--- config.mk ---
export PLATFORM = sky130hd
export DESIGN_NAME = sampframe_tx
export DESIGN_NICKNAME = d
export VERILOG_FILES = /design/src/rtl/sampframe_tx.sv
export SDC_FILE = /design/constraint.sdc
export NUM_CORES = 1
export LEC_CHECK = 0
export ABC_CLOCK_PERIOD_IN_PS = 5750
export CORE_ASPECT_RATIO = 1.2
export CORE_MARGIN = 5
export CORE_UTILIZATION = 55
export DETAILED_ROUTE_END_ITERATION = 8
export PLACE_DENSITY = 0.84
export SLEW_MARGIN = 10
export SYNTH_ARGS = -nofsm -noshare
export SYNTH_HDL_FRONTEND = slang
export SYNTH_SLANG_ARGS = --single-unit
--- constraint.sdc ---
create_clock -name clk -period 5.75 [get_ports clk]
set_input_delay 1.15 -clock clk [delete_from_list [all_inputs] [get_ports clk]]
set_output_delay 1.15 -clock clk [all_outputs]
set_load 0.1 [all_outputs]
--- src/rtl/sampframe_tx.sv ---
`default_nettype none
// ============================================================================
// Module   : sampframe_tx
// Purpose  : Pulls 32-bit samples from the sample queue and frames them into
//            checksummed byte packets on a valid/ready byte stream.
// Revision : 1.0
// ============================================================================
module sampframe_tx #(
    parameter int         MAX_SAMPLES = 16,
    parameter logic [7:0] SYNC_BYTE   = 8'hA5
) (
    input  logic        clk,
    input  logic        rst,
    input  logic        enable,
    input  logic [31:0] samp_stream_data,
    input  logic [7:0]  samp_stream_count,
    input  logic        samp_stream_avail,
    output logic        samp_stream_pull,
    output logic [7:0]  tx_data,
    output logic        tx_valid,
    input  logic        tx_ready,
    output logic        busy,
    output logic [7:0]  pkt_seq
);

    localparam logic [2:0] S_IDLE = 3'd0;
    localparam logic [2:0] S_SYNC = 3'd1;
    localparam logic [2:0] S_SEQ  = 3'd2;
    localparam logic [2:0] S_CNT  = 3'd3;
    localparam logic [2:0] S_LOAD = 3'd4;
    localparam logic [2:0] S_DATA = 3'd5;
    localparam logic [2:0] S_CSUM = 3'd6;

    localparam logic [7:0] C_MAX = 8'(MAX_SAMPLES);

    logic [2:0]  state_q,    state_d;
    logic        tx_valid_q, tx_valid_d;
    logic [7:0]  tx_data_q,  tx_data_d;
    logic        pull_q,     pull_d;
    logic [7:0]  seq_q,      seq_d;
    logic [7:0]  n_q,        n_d;
    logic [7:0]  rem_q,      rem_d;
    logic [7:0]  csum_q,     csum_d;
    logic [31:0] shift_q,    shift_d;
    logic [1:0]  idx_q,      idx_d;

    logic       w_accept;
    logic [7:0] w_n;

    assign w_accept = tx_valid_q && tx_ready;
    assign w_n      = (samp_stream_count > C_MAX) ? C_MAX : samp_stream_count;

    always_ff @(posedge clk or posedge rst) begin
        if (rst) begin
            state_q    <= S_IDLE;
            tx_valid_q <= 1'b0;
            tx_data_q  <= 8'h00;
            pull_q     <= 1'b0;
            seq_q      <= 8'h00;
            n_q        <= 8'h00;
            rem_q      <= 8'h00;
            csum_q     <= 8'h00;
            shift_q    <= 32'h0;
            idx_q      <= 2'd0;
        end else begin
            state_q    <= state_d;
            tx_valid_q <= tx_valid_d;
            tx_data_q  <= tx_data_d;
            pull_q     <= pull_d;
            seq_q      <= seq_d;
            n_q        <= n_d;
            rem_q      <= rem_d;
            csum_q     <= csum_d;
            shift_q    <= shift_d;
            idx_q      <= idx_d;
        end
    end

    // Each byte is folded into the checksum at the moment it is accepted.
    always_comb begin
        state_d    = state_q;
        tx_valid_d = tx_valid_q;
        tx_data_d  = tx_data_q;
        pull_d     = 1'b0;
        seq_d      = seq_q;
        n_d        = n_q;
        rem_d      = rem_q;
        csum_d     = csum_q;
        shift_d    = shift_q;
        idx_d      = idx_q;
        case (state_q)
            S_IDLE: begin
                if (enable && samp_stream_avail && (samp_stream_count != 8'h00)) begin
                    state_d    = S_SYNC;
                    n_d        = w_n;
                    rem_d      = w_n;
                    csum_d     = 8'h00;
                    tx_valid_d = 1'b1;
                    tx_data_d  = SYNC_BYTE;
                end
            end
            S_SYNC: begin
                if (w_accept) begin
                    state_d   = S_SEQ;
                    tx_data_d = seq_q;
                end
            end
            S_SEQ: begin
                if (w_accept) begin
                    state_d   = S_CNT;
                    tx_data_d = n_q;
                    csum_d    = csum_q ^ tx_data_q;
                end
            end
            S_CNT: begin
                if (w_accept) begin
                    state_d    = S_LOAD;
                    tx_valid_d = 1'b0;
                    pull_d     = 1'b1;
                    csum_d     = csum_q ^ tx_data_q;
                end
            end
            S_LOAD: begin
                // Byte 0 goes straight to the output; the register keeps the upper three.
                state_d    = S_DATA;
                shift_d    = {8'h00, samp_stream_data[31:8]};
                tx_data_d  = samp_stream_data[7:0];
                tx_valid_d = 1'b1;
                rem_d      = rem_q - 8'd1;
                idx_d      = 2'd0;
            end
            S_DATA: begin
                if (w_accept) begin
                    csum_d    = csum_q ^ tx_data_q;
                    shift_d   = shift_q >> 8;
                    tx_data_d = shift_q[7:0];
                    idx_d     = idx_q + 2'd1;
                    if (idx_q == 2'd3) begin
                        if (rem_q != 8'h00) begin
                            state_d    = S_LOAD;
                            tx_valid_d = 1'b0;
                            pull_d     = 1'b1;
                        end else begin
                            state_d   = S_CSUM;
                            tx_data_d = csum_q ^ tx_data_q;
                        end
                    end
                end
            end
            S_CSUM: begin
                if (w_accept) begin
                    state_d    = S_IDLE;
                    tx_valid_d = 1'b0;
                    seq_d      = seq_q + 8'd1;
                end
            end
            default: begin
                state_d    = S_IDLE;
                tx_valid_d = 1'b0;
            end
        endcase
    end

    always_comb begin
        busy             = (state_q != S_IDLE);
        tx_valid         = tx_valid_q;
        tx_data          = tx_data_q;
        samp_stream_pull = pull_q;
        pkt_seq          = seq_q;
    end

endmodule
`default_nettype wire

==> flow_metrics.tcl <==
set metrics [dict create \
    status "finished, final reports clean" \
    core_sq_mm 0.006486 \
    synth_fp_nets 443 \
    drt_iter0_drc 196 \
    grt_max_degree 72 \
    synth.top_cell.area_share_pct 48.05 \
    worstPathRequired_ns 4.60 \
    crit_slowest_cell "clkdlybuf4s50_1" \
    cts-root-buf "clkbuf_8" \
    register_area_sq_mm 0.001777 \
    antenna_found_initial 0 \
    routed_wl_um 9185 \
    firstDrtPassIters 5 \
    synth_ff_type "dfrtp_1" \
    die_w_um 84.85 \
    clk_path_buf_depth 2 \
    cts.reportedPaths.clkPinSlew_ns 0.08 \
    ir_drop_mv 0.2740 \
    postCtsResizedCells 0 \
    critPathKind "flip-flop to output port" \
    die_area_sq_mm 0.008469 \
    top_usage_layer "met2" \
    clk_latency_ns 0.35 \
    area_delta_synth_final_pct 21.93 \
    synthesis.area_sq_mm 0.003697 \
    cts_made_buffers 9 \
    synthTopCellsByArea "dfrtp_1 (48%), nand2_1 (7.3%), nor2_1 (4.0%)" \
    gp_congestion 0.9040 \
    yosysMostFrequentCell "nand2_1" \
    cts_setup_buffers 0 \
    grt_overflow 0 \
    vias 3253 \
    rows 32 \
    clkSinkCount 71 \
    cts_tree "done" \
    ctsHoldBuffers 0 \
    track_usage_pct 22.79 \
    worst-path-max-fanout 29 \
    fin_crit_sh_pct 69.46 \
    synth_common_cells "nand2_1 (72), dfrtp_1 (71), nor2_1 (39), a31oi_1 (21), o21ai_1 (20)" \
    fin_util_pct 69.50 \
    drv_cap 0 \
    first_global_vias 3217 \
    p_per_area_mw_per_mm2 497.8 \
    dieHeight_um 99.82 \
    whs_ns 0.4841 \
    timing.fmax_mhz 250.4 \
    multiInputGateArea_sq_mm 0.001770 \
    netlist.top_cell.by_area "dfrtp_1" \
    synth_edf_count 0 \
    htreeDepth 3 \
    antenna_left 0 \
    viasPerCell 6.058 \
    max_stage_delay_ns 1.19 \
    dpl.hpwl_um 6509 \
    fin_crit_ns 3.994 \
    io_buffers 63 \
    fin_skew_ns 0.008833 \
    setup_viol 0 \
    fillers 522 \
    io_pins 64 \
    fin_tns_setup_ns 0 \
    nNetsFinal 495 \
    synth_seq_cells 71 \
    wl_per_cell_um 17.10 \
    grt.met3_usage_pct 4.516 \
    grt_pass1_wl_um 15370 \
    synth_cells 395 \
    global_route.usage.met1_pct 28.78 \
    crit_path_start_kind "flip-flop" \
    yosysWarningCount 0 \
    p_leak_nw 1.854 \
    postLayoutCellArea_sq_mm 0.004508 \
    met2_usage_pct 37.01 \
    slew_viol_final 0 \
    crit_arrival_ns 2.84 \
    hp-class "flip-flop to flip-flop" \
    pre_cts_slack_ns 2.137 \
    antennaDiodeCount 0 \
    rsz0062_at_grt "no" \
    synth_area_per_cell_sq_um 9.360 \
    seq_area_frac_synth_pct 48.05 \
    synth_cell_type_count 62 \
    maxSlewHeadroom_pct 34.97 \
    drcViolationCount 0 \
    endpoint_kind "output port" \
    start_util_pct 57.00 \
    fin_ws_ns 1.756 \
    hold_viol 0 \
    worstPathCellList "or3_1 -> clkdlybuf4s50_1" \
    drive_gt1_share_pct 6.637 \
    synthArstFlopShare_pct 100.0 \
    tightest_slew_ns 0.9724 \
    dpl-instance-area_sq_mm 0.004310 \
]
## worst max-delay path: cells and delay by family, from the launching register on
family	cells	cell delay [ns]
buffers and inverters	1	1.19
DFF	1	0.92
and+or+nand+nor	1	0.38
## metrics by stage
stage	std cells	total power [mW]
final	537	2.244
after global routing	537	2.383
after CTS	537	2.247
after detailed placement	521	1.845
after global placement	521	1.803
after floorplan	395	1.612
## layout make-up
class	instances	area share [%]
clock buffer	10	2.831
timing repair buffer	64	14.15
sequential	71	39.41
clock inverter	6	1.554
inverter	5	0.4163
multi-input combinational	296	39.27
tap	85	2.359
## routing by layer
| layer | vias to the layer above | part of all wire (%) |
|---|---|---|
| li1 | 1537 | - |
| met1 | 1579 | 41 |
| met2 | 112 | 50 |
| met3 | 25 | 5.2 |
| met4 | 0 | 3.7 |
| met5 | - | 0 |
## path summary, 6_finish.rpt
kind,start,to,slack (ns),cells after the start
setup / recovery,state_q[0],busy,1.76,2
hold / removal,rem_q[7],rem_q[7],0.48,1
setup reg to reg,state_q[0],shift_q[10],2.84,5
hold reg to reg,rem_q[7],rem_q[7],0.48,1
max in group asynchronous,rst,pkt_seq[0],3.80,3
min in group asynchronous,rst,shift_q[20],1.37,3
## logic make-up after synthesis
group	after synthesis	share of synthesized area, %
multiplexers	2	0.5753
AND/OR/NAND/NOR	170	23.15
adder cells (fa/ha/maj)	3	1.015
buffers and inverters	28	4.061
flip-flops	71	48.05
XOR/XNOR	9	2.132
AO/OA/AOI/OAI	112	21.02
## where the power goes
group	switching, mW	internal [mW]	leakage (nW)
combinational	0.617	0.337	0.881
sequential	0.215	0.675	0.884
clock	0.198	0.203	0.0891
## cells in the final DEF, fill, tap and decap left out, types with 3 or more instances in the layout
cell              n
and2_1            5
a22o_1            9
o22ai_1           3
nand2b_1          3
xor2_1            3
clkinvlp_4        3
a221o_1           4
nor4_1            5
a31oi_1          21
nand2_1          72
nor3_1            4
clkdlybuf4s50_1  63
nor2_1           39
ha_1              3
nand3b_1          6
inv_1             4
a22oi_1           5
o21ai_1          20
dfrtp_1          71
nand4_1           4
nor2b_1           5
o211ai_1          4
o21ai_0           8
a2bb2oi_1         4
nand3_1           6
xnor2_1           6
clkbuf_8          9
a21oi_1          13
## state kept, by name (all words and copies together), names as in the netlist
signal            flops
csum_q                8
tx_valid              1
n_q                   8
state_q               3
idx_q                 2
tx_data               8
samp_stream_pull      1
pkt_seq               8
rem_q                 8
shift_q              24
No activity file was read; power rests on OpenSTA's default activity.
